==> src/rtl/ex_div_if.sv <==
// Handshake and data bundle between the ID/EX stage and the iterative divide unit.
interface ex_div_if;
    logic        valid_in;
    logic        div_op;
    logic        rem_op;
    logic        is_unsign;
    logic        is_word;
    logic [63:0] data1;
    logic [63:0] data2;
    logic [4:0]  rd_in;
    logic        kill;
    logic        stall;
    logic        done;
    logic [63:0] result;
    logic [4:0]  rd_out;

    modport master (
        output valid_in, div_op, rem_op, is_unsign, is_word,
        output data1, data2, rd_in, kill,
        input  stall, done, result, rd_out
    );

    modport slave (
        input  valid_in, div_op, rem_op, is_unsign, is_word,
        input  data1, data2, rd_in, kill,
        output stall, done, result, rd_out
    );
endinterface

==> src/rtl/ex_div_unit.sv <==
// RV64M divide/remainder unit: radix-2 restoring division, one quotient bit per cycle,
// with divide-by-zero and signed-overflow results produced directly at start.
module ex_div_unit (
    input  logic     clk,
    input  logic     rst,
    ex_div_if.slave  bus
);

    typedef enum logic [1:0] {IDLE, CALC, DONE} state_t;

    state_t      state, state_nxt;
    logic        start;
    logic [6:0]  cnt;

    // Operand stage registers, captured in the start cycle
    logic        div_sel_p1;
    logic        word_p1;
    logic        q_neg_p1;
    logic        r_neg_p1;
    logic [63:0] dvsr_p1;
    logic [63:0] quo_p1;
    logic [63:0] rem_p1;
    logic [63:0] result_p1;
    logic [4:0]  rd_p1;

    logic [63:0] a_ext, b_ext, a_mag, b_mag, min_val, spec_res;
    logic        a_neg, b_neg, div_zero, ovf;
    logic [64:0] rem_sh;
    logic [63:0] diff, rem_nxt, quo_nxt, fin_val, fin_res;
    logic        ge;

    function automatic logic [63:0] sext32(input logic [31:0] v);
        logic signed [31:0] s;
        s = v;
        return 64'(s);
    endfunction

    function automatic logic [63:0] neg_if(input logic neg, input logic [63:0] v);
        return neg ? (64'd0 - v) : v;
    endfunction

    // Operand conditioning for the start cycle
    always_comb begin
        a_ext = bus.is_word ? (bus.is_unsign ? {32'd0, bus.data1[31:0]} : sext32(bus.data1[31:0]))
                            : bus.data1;
        b_ext = bus.is_word ? (bus.is_unsign ? {32'd0, bus.data2[31:0]} : sext32(bus.data2[31:0]))
                            : bus.data2;
        a_neg    = !bus.is_unsign && a_ext[63];
        b_neg    = !bus.is_unsign && b_ext[63];
        a_mag    = neg_if(a_neg, a_ext);
        b_mag    = neg_if(b_neg, b_ext);
        min_val  = bus.is_word ? 64'hFFFF_FFFF_8000_0000 : 64'h8000_0000_0000_0000;
        div_zero = (b_ext == 64'd0);
        ovf      = !bus.is_unsign && (a_ext == min_val) && (b_ext == {64{1'b1}});
        spec_res = 64'd0;
        if (div_zero)
            spec_res = bus.div_op ? {64{1'b1}} : (bus.is_word ? sext32(bus.data1[31:0]) : bus.data1);
        else if (ovf)
            spec_res = bus.div_op ? a_ext : 64'd0;
    end

    // One restoring step; the 64-bit difference is exact whenever it is kept
    always_comb begin
        rem_sh  = {rem_p1, quo_p1[63]};
        ge      = (rem_sh >= {1'b0, dvsr_p1});
        diff    = rem_sh[63:0] - dvsr_p1;
        rem_nxt = ge ? diff : rem_sh[63:0];
        quo_nxt = {quo_p1[62:0], ge};
        fin_val = div_sel_p1 ? neg_if(q_neg_p1, quo_nxt) : neg_if(r_neg_p1, rem_nxt);
        fin_res = word_p1 ? sext32(fin_val[31:0]) : fin_val;
    end

    always_ff @(posedge clk) begin
        if (rst)
            state <= IDLE;
        else
            state <= state_nxt;
    end

    always_comb begin
        state_nxt = state;
        start     = 1'b0;
        unique case (state)
            IDLE: begin
                start = bus.valid_in && (bus.div_op || bus.rem_op) && !bus.kill;
                if (start)
                    state_nxt = (div_zero || ovf) ? DONE : CALC;
            end
            CALC: begin
                if (bus.kill)
                    state_nxt = IDLE;
                else if (cnt == 7'd1)
                    state_nxt = DONE;
            end
            DONE:    state_nxt = IDLE;
            default: state_nxt = IDLE;
        endcase
    end

    always_ff @(posedge clk) begin
        if (rst) begin
            cnt        <= 7'd0;
            div_sel_p1 <= 1'b0;
            word_p1    <= 1'b0;
            q_neg_p1   <= 1'b0;
            r_neg_p1   <= 1'b0;
            dvsr_p1    <= 64'd0;
            quo_p1     <= 64'd0;
            rem_p1     <= 64'd0;
            result_p1  <= 64'd0;
            rd_p1      <= 5'd0;
        end else if (start) begin
            cnt        <= bus.is_word ? 7'd32 : 7'd64;
            div_sel_p1 <= bus.div_op;
            word_p1    <= bus.is_word;
            q_neg_p1   <= a_neg ^ b_neg;
            r_neg_p1   <= a_neg;
            dvsr_p1    <= b_mag;
            // Word dividends sit in the top half so the same MSB shift-out works
            quo_p1     <= bus.is_word ? {a_mag[31:0], 32'd0} : a_mag;
            rem_p1     <= 64'd0;
            rd_p1      <= bus.rd_in;
            if (div_zero || ovf)
                result_p1 <= spec_res;
        end else if (state == CALC && !bus.kill) begin
            cnt    <= cnt - 7'd1;
            rem_p1 <= rem_nxt;
            quo_p1 <= quo_nxt;
            if (cnt == 7'd1)
                result_p1 <= fin_res;
        end
    end

    assign bus.stall  = !rst && (start || state == CALC);
    assign bus.done   = (state == DONE);
    assign bus.result = result_p1;
    assign bus.rd_out = rd_p1;

endmodule

==> src/flat_wrapper.sv <==
// flat-port wrapper written by rule: the top's interface ports become plain ports
module ex_div_unit_flat 
  (clk, rst, bus_valid_in, bus_div_op, bus_rem_op, bus_is_unsign, bus_is_word, bus_data1, bus_data2, bus_rd_in, bus_kill, bus_stall, bus_done, bus_result, bus_rd_out);
  ex_div_if bus_i ();
  input  logic clk;
  input  logic rst;
  input wire logic [$bits(bus_i.valid_in)-1:0] bus_valid_in;
  input wire logic [$bits(bus_i.div_op)-1:0] bus_div_op;
  input wire logic [$bits(bus_i.rem_op)-1:0] bus_rem_op;
  input wire logic [$bits(bus_i.is_unsign)-1:0] bus_is_unsign;
  input wire logic [$bits(bus_i.is_word)-1:0] bus_is_word;
  input wire logic [$bits(bus_i.data1)-1:0] bus_data1;
  input wire logic [$bits(bus_i.data2)-1:0] bus_data2;
  input wire logic [$bits(bus_i.rd_in)-1:0] bus_rd_in;
  input wire logic [$bits(bus_i.kill)-1:0] bus_kill;
  output wire logic [$bits(bus_i.stall)-1:0] bus_stall;
  output wire logic [$bits(bus_i.done)-1:0] bus_done;
  output wire logic [$bits(bus_i.result)-1:0] bus_result;
  output wire logic [$bits(bus_i.rd_out)-1:0] bus_rd_out;
  assign bus_i.valid_in = bus_valid_in;
  assign bus_i.div_op = bus_div_op;
  assign bus_i.rem_op = bus_rem_op;
  assign bus_i.is_unsign = bus_is_unsign;
  assign bus_i.is_word = bus_is_word;
  assign bus_i.data1 = bus_data1;
  assign bus_i.data2 = bus_data2;
  assign bus_i.rd_in = bus_rd_in;
  assign bus_i.kill = bus_kill;
  assign bus_stall = bus_i.stall;
  assign bus_done = bus_i.done;
  assign bus_result = bus_i.result;
  assign bus_rd_out = bus_i.rd_out;
  ex_div_unit u_core (.clk(clk), .rst(rst), .bus(bus_i));
endmodule
==> config.mk <==
export PLATFORM = sky130hd
export DESIGN_NAME = ex_div_unit_flat
export DESIGN_NICKNAME = d
export VERILOG_FILES = /design/src/rtl/ex_div_if.sv /design/src/rtl/ex_div_unit.sv /design/src/flat_wrapper.sv
export SDC_FILE = /design/constraint.sdc
export NUM_CORES = 1
export LEC_CHECK = 0
export ABC_AREA = 1
export ABC_CLOCK_PERIOD_IN_PS = 5300
export CELL_PAD_IN_SITES_DETAIL_PLACEMENT = 1
export CELL_PAD_IN_SITES_GLOBAL_PLACEMENT = 1
export CORE_ASPECT_RATIO = 1.25
export CORE_MARGIN = 1.5
export CORE_UTILIZATION = 41
export DETAILED_ROUTE_END_ITERATION = 16
export PLACE_DENSITY = 0.92
export SETUP_SLACK_MARGIN = 0.3
export SLEW_MARGIN = 20
export SYNTH_ARGS = -nofsm -noshare
export SYNTH_HDL_FRONTEND = slang
export SYNTH_SLANG_ARGS = --single-unit
==> constraint.sdc <==
create_clock -name clk -period 5.3 [get_ports clk]
set_input_delay 1.06 -clock clk [delete_from_list [all_inputs] [get_ports clk]]
set_output_delay 1.06 -clock clk [all_outputs]
set_load 0.01 [all_outputs]
==> metrics.md, run 1 <==
| Metric | Value |
|---|---|
| Worst Tran Pin Value | 1.09 ns |
| GP Congestion | 1.12 |
| Core Rows | 105 |
| Sequential fraction of the synthesis area | 20.1% |
| Worst Setup End Kind | flip-flop |
| Synth Area in Simple Gates | 40.5% |
| Slowest cell on crit path | clkdlybuf4s50_1 |
| XOR/XNOR Fraction of Synth Area | 3.24% |
| Fmax | 0.204 GHz |
| Final hold vios | 0 |
| CTS tree | yes |
| First-pass GRT wire length | 216 mm |
| Top post-synthesis cells by area | dfxtp_1, nand2_1, inv_1, nor2_1, o21ai_0 |
| Initial antenna violation count | 2 |
| Leak pwr | 0.0152 uW |
| Pre-Repair DR Iteration Count | 7 |
| Vias in the first global route | 35800 |
| Worst min-delay path startpoint | u_core.dvsr_p1[2] |
| PD cells | 314 nW/um2 |
| Die height | 292 um |
| Delay-heaviest family, CP | simple AND/OR/NAND/NOR gates |
| Global route overflow | 0 |
| DRC | 0 |
| Cells after DPL | 5906 |
| Max-slew violations | 0 |
| Final #Nets | 5300 |
| Vias | 36100 |
| Ys flop type | dfxtp_1 |
| Top cell type's share of synthesized area | 20.1% |
| Commonest cells after routing, fill and taps aside | nand2_1, inv_1, nor2_1, o21ai_0, nand3_1 |
| Post-synth ARST share | 0% |
| Final Setup Violations | 0 |
| Layout area overhead | 16.9% |
| Detail Placement HPWL | 116 mm |
| Max VDD drop | 0.000301 V |
| Num CTS Buffers | 31 |
| RSZ-0062 raised after global routing | true |
| Share of layout cells above drive strength 1 | 6.87% |
| Non-Filler Instances | 5970 |
| CP cell instances | clkdlybuf4s50_1, nand3_2, buf_4, o21ai_1, buf_4, nand4_1, or2_2, nor4_1, nand3_1, nand3_2, nand3_2, inv_2, buf_12, nand2_4, nor2_1, nor2_1 |
| Vias per inst | 6.05 |
| Largest driver fanout on the critical path | 47 |
| Worst reg2reg setup slack | 0.51 ns |
| Worst Setup SP | bus_is_word |
| Die X | 234 um |
| Netlist Area Pre-Place | 27300 um2 |
| Routed len/inst | 24.6 um |
| Post-synth EDFFs | 0 |
| Post-synthesis register bit count | 274 |
| Clock slew at reported path FFs | 0.06 ns |
| Net Count, Synth | 5143 |
| Setup CP Type | in2reg |
| Synth Area in Adders | 3.32% |
| Die area | 68200 um2 |
| Largest net degree at the start of global routing | 92 |
| CP required | 5.79 ns |
| Status | finished clean |
| Drt initial violations | 3637 |
| Synth area leader | dfxtp_1 |
| Placed Area | 30500 um2 |
| Commonest non-fill, non-tap cell in the layout | nand2_1 |
| Total track usage | 41.7% |
| Buffers on Ports | 211 |
| Main combinational cell family by area after synthesis | simple AND/OR/NAND/NOR gates |
| Clock sinks | 274 |
| Gate Count Post-Synth | 4930 |
| Max Clock Skew | 0.0369 ns |
| WP buf/inv | 5 |
| Final ANT Viol Nets | 0 |
| Hold_buf cts | 0 |
| Clock root buffer master | clkbuf_16 |
| Worst hold path class | reg2reg |
| Tmin final | 4.89 ns |
| Slew headroom | 27.5% |
| CP most frequent cell | nand3_2 |
| CTS H-tree depth | 1 |
| CP arrival | 5.38 ns |
| Max Cap Viol | 0 |
| Power, Total | 10000 uW |
| Routed wire length | 147 mm |
| Crit start category | primary input |
| Yosys cell types | 64 |
| Design area | 31900 um2 |
| Setup TNS | 0 ns |
| Maximum clock path buffer count | 3 |
| Slowest Stage Delay on Critical Path | 0.80 ns |
| Yosys warning count | 0 |
| Mux contribution to synthesized area | 0% |
| Core ar. | 65800 um2 |
| Period utilization | 92.3% |
| Reg2reg start | u_core.dvsr_p1[6] |
| Top Ports | 212 |
| Initial Util | 41.5% |
| Post-synthesis compound-gate area fraction | 19.4% |
| Worst skew pair latency | 0.63 ns |
| Synth Area per Inst | 5.54 um2 |
kinds of logic (layout without fill, tap and decap cells):
logic type | after synthesis | in the layout
and+or+nand+nor | 2610 | 2610
AOI/OAI and AO/OA | 937 | 937
buffers and inverters | 936 | 1116
DFF | 274 | 274
xor gates and xnor gates | 101 | 101
adders and majority gates | 72 | 72
other | 0 | 4
flip-flops by register name, summed over array words and instances, names as in the netlist, 2 cells and up:
| register | flops |
|---|---|
| u_core.quo_p1 | 64 |
| u_core.dvsr_p1 | 64 |
| u_core.bus.rd_out | 5 |
| u_core.rem_p1 | 64 |
| u_core.bus.result | 64 |
| u_core.cnt | 7 |
| u_core.state | 2 |
metal layers:
layer / share of wire [%] / track usage, % / vias up
met4: 11 / 38.7 / 0
met3: 8.1 / 6.29 / 652
met2: 45 / 66.8 / 1893
li1: - / - / 16400
met1: 36 / 47.1 / 17200
met5: 0 / 0 / -
worst reg2reg max path, cell delays in order, from the launching register on:
cell and delay, ns:
dfxtp_1 0.33, inv_1 0.10, ha_4 0.32, nand2_1 0.10, nor2_1 0.53, nand3_1 0.14, nor2_1 0.14, nand3_1 0.09
o21bai_1 0.22, nor2_4 0.09, nand2_4 0.12, buf_16 0.26, nand2_1 0.13, nand2_2 0.15, ha_1 0.23, inv_1 0.08
nor2_2 0.17, nand2_1 0.12, nor2_1 0.25, nand2_1 0.09, nand2_1 0.20, nand2_1 0.10, nand2_1 0.08, nand3_1 0.11
a21oi_1 0.35, nor2_1 0.11, nor2_1 0.11
worst paths after layout:
check	cells past startpoint	to
max	16	u_core.bus.result[34]
max reg2reg	26	u_core.bus.result[36]
min	2	u_core.dvsr_p1[2]
min reg2reg	2	u_core.dvsr_p1[2]
area by class of cell:
class | count | area [um2]
Tap cell | 856 | 1070
Antenna cell | 4 | 10.0
Clock inverter | 9 | 115
Inverter | 739 | 2780
Sequential cell | 274 | 5500
Fill cell | 9325 | 33900
Multi-Input combinational cell | 3720 | 18500
Clock buffer | 47 | 876
Timing Repair Buffer | 321 | 3070
where the power goes:
group / switching (uW) / internal [uW]
Clock: 968 / 1230
Sequential: 140 / 2160
Combinational: 4010 / 1520
Total: 5120 / 4920
synth_stat cells (13+ instances only):
| library cell | n |
|---|---|
| nand2_1 | 1326 |
| inv_1 | 720 |
| nor2_1 | 596 |
| o21ai_0 | 373 |
| nand3_1 | 360 |
| a21oi_1 | 286 |
| dfxtp_1 | 274 |
| clkbuf_1 | 132 |
| nor3_1 | 112 |
| nand4_1 | 81 |
| xor2_1 | 76 |
| ha_1 | 71 |
| o211ai_1 | 54 |
| o22ai_1 | 52 |
| nor4_1 | 45 |
| a31oi_1 | 37 |
| xnor2_1 | 25 |
| a22oi_1 | 23 |
| buf_2 | 23 |
| o21ai_1 | 22 |
| nand2_2 | 17 |
| buf_1 | 15 |
| nor2_2 | 15 |
| o31ai_1 | 14 |
| buf_4 | 13 |
| o2111ai_1 | 13 |
| or2_2 | 13 |
metrics by stage:
step	worst slack, ns	utilization, %	hold slack, ns
finish	0.408	48.5	0.478
global route	0.149	48.5	0.493
CTS	0.295	48.0	0.465
detailed placement	0.0752	46.4	0.449
global placement	0.148	46.4	0.431
floorplan	1.08	-	0.418
timing repair:
item,4_1_cts,5_1_grt
cloned,1,0
buffers inserted,0,3
endpoints found under the setup margin,4,27
pin swaps,0,6
gates resized for setup,4,101
endpoints found under the hold margin,0,0
Note: power is estimated with default switching activity, not from simulation.
==> run 2, diff against run 1 <==
--- a/config.mk
+++ b/config.mk
@@ -13,7 +13,7 @@
 export CORE_MARGIN = 1.5
 export CORE_UTILIZATION = 41
 export DETAILED_ROUTE_END_ITERATION = 16
-export PLACE_DENSITY = 0.92
+export PLACE_DENSITY = 0.81
 export SETUP_SLACK_MARGIN = 0.3
 export SLEW_MARGIN = 20
 export SYNTH_ARGS = -nofsm -noshare
==> metrics.md, run 2 (same netlist as run 1, synthesis figures left out) <==
| Metric | Value |
|---|---|
| Status | finished clean |
| Detail Placement HPWL | 118 mm (+2.1%) |
| Power, Total | 10300 uW (+2.4%) |
| Die height | 292 um (unchanged) |
| Worst Setup End Kind | flip-flop |
| CTS tree | yes |
| Max Cap Viol | 0 (unchanged) |
| Final hold vios | 0 (unchanged) |
| Placed Area | 30800 um2 (+0.89%) |
| Leak pwr | 0.0155 uW (+1.4%) |
| Max-slew violations | 0 (unchanged) |
| Max Clock Skew | 0.0351 ns (-0.00176 ns) |
| Final #Nets | 5342 (+0.79%) |
| Design area | 32200 um2 (+0.76%) |
| RSZ-0062 raised after global routing | true |
| Commonest cells after routing, fill and taps aside | nand2_1, inv_1, nor2_1, o21ai_0, nand3_1 |
| Slew headroom | 28.5% (+1.0 points) |
| Vias in the first global route | 35200 (-1.7%) |
| Largest net degree at the start of global routing | 109 (+18%) |
| PD cells | 319 nW/um2 (+1.6%) |
| Hold_buf cts | 0 (unchanged) |
| Fmax | 0.204 GHz (-0.14%) |
| Cells after DPL | 5942 (+0.61%) |
| Pre-Repair DR Iteration Count | 6 (-1) |
| Tmin final | 4.90 ns (+0.00678 ns) |
| Core Rows | 105 (unchanged) |
| Final ANT Viol Nets | 0 (unchanged) |
| Largest driver fanout on the critical path | 10 (-79%) |
| GP Congestion | 1.08 (-3.6%) |
| Crit start category | primary input |
| CP required | 5.78 ns (about the same) |
| Non-Filler Instances | 6009 (+0.65%) |
| Vias | 35100 (-2.6%) |
| Clock root buffer master | clkbuf_16 |
| Max VDD drop | 0.000192 V (-36%) |
| Period utilization | 92.4% (+0.13 points) |
| CP arrival | 5.38 ns (about the same) |
| First-pass GRT wire length | 216 mm (+0.17%) |
| Total track usage | 42.3% (+0.65 points) |
| Num CTS Buffers | 35 (+13%) |
| Clock sinks | 274 (unchanged) |
| Die area | 68200 um2 (unchanged) |
| Core ar. | 65800 um2 (unchanged) |
| Place WS | -0.0185 ns (-0.0937 ns) |
| Top Ports | 212 (unchanged) |
| Initial antenna violation count | 2 (unchanged) |
| Vias per inst | 5.85 (-3.3%) |
| Share of layout cells above drive strength 1 | 7.07% (+0.20 points) |
| Clock slew at reported path FFs | 0.07 ns (about the same) |
| DRC | 0 (unchanged) |
| Routed wire length | 147 mm (+0.43%) |
| Routed len/inst | 24.5 um (-0.22%) |
| Worst skew pair latency | 0.56 ns (-0.07 ns) |
| Worst Tran Pin Value | 1.07 ns (-0.0149 ns) |
| Setup CP Type | in2reg |
| Initial Util | 41.5% (unchanged) |
| Drt initial violations | 2927 (-20%) |
| Die X | 234 um (unchanged) |
| Buffers on Ports | 211 (unchanged) |
| Setup TNS | 0 ns (unchanged) |
| Maximum clock path buffer count | 3 (unchanged) |
| Final Setup Violations | 0 (unchanged) |
| Final setup margin | 0.401 ns (-0.00679 ns) |
| Worst hold path class | reg2reg |
| Commonest non-fill, non-tap cell in the layout | nand2_1 |
| CTS H-tree depth | 2 (+1) |
| Layout area overhead | 17.8% |
| Global route overflow | 0 (unchanged) |
## run 2: cell types whose count changed in the layout (fill, tap and decap cells not counted), sizes merged
cell	delta
buf	+37
bufbuf	-1
bufinv	-1
clkinv	+1
clkinvlp	+1
diode	-3
inv	+5
## run 2: final timing paths
check | cells after the start | from | end | slack [ns]
setup / recovery | 17 | bus_data1[0] | u_core.bus.result[23] | 0.40
hold / removal | 2 | u_core.bus.result[24] | u_core.bus.result[24] | 0.47
setup reg to reg | 30 | u_core.rem_p1[53] | u_core.bus.result[60] | 0.54
hold reg to reg | 2 | u_core.bus.result[24] | u_core.bus.result[24] | 0.47
## run 2: critical path, stage by stage
cell	delay [ns]
clkdlybuf4s50_1	0.50
inv_1	0.19
ha_1	0.19
nand2_1	0.10
nor3_2	0.25
nand3_1	0.19
nor2_1	0.21
nand4_1	0.40
nor4_1	0.78
nand3_1	0.26
nand3_2	0.15
nand3_2	0.12
inv_2	0.16
buf_12	0.19
buf_4	0.18
o21ai_0	0.20
nor2_1	0.22
## run 2: what timing repair did
action	in CTS	in global routing
pin swaps	0	6
cloned	0	1
setup endpoints to repair	1	47
resized for setup	1	66
buffers inserted	0	5
## run 2: cell type report
| class | count | area [um2] |
|---|---|---|
| flip-flops and latches | 274 | 5490 |
| fillers | 9424 | 33600 |
| clock inverters | 15 | 135 |
| well taps | 856 | 1070 |
| repair buffers | 359 | 3360 |
| clock buffers | 45 | 963 |
| multi-input cells | 3720 | 18400 |
| diodes | 1 | 2.50 |
| inverters | 739 | 2780 |
## run 2: metrics by stage
stage	hold slack (ns)	utilization (%)
after global placement	0.455	46.8
final	0.471	48.9
after CTS	0.470	48.5
after floorplan	0.418	-
after detailed placement	0.455	46.8
after global routing	0.493	48.9
## run 2: power breakdown
part | switching, uW | total, uW | internal (uW)
clock | 1050 | 2400 | 1340
combinational | 4010 | 5580 | 1570
sequential | 134 | 2290 | 2160
total | 5200 | 10300 | 5080
## run 2: layer usage
metal	routed length, um	GRT usage [%]	vias up
li1	-	-	16500
met1	55600	48.1	16900
met2	67600	69.4	1341
met3	8310	4.62	485
met4	15800	38.1	0
met5	0	0	-
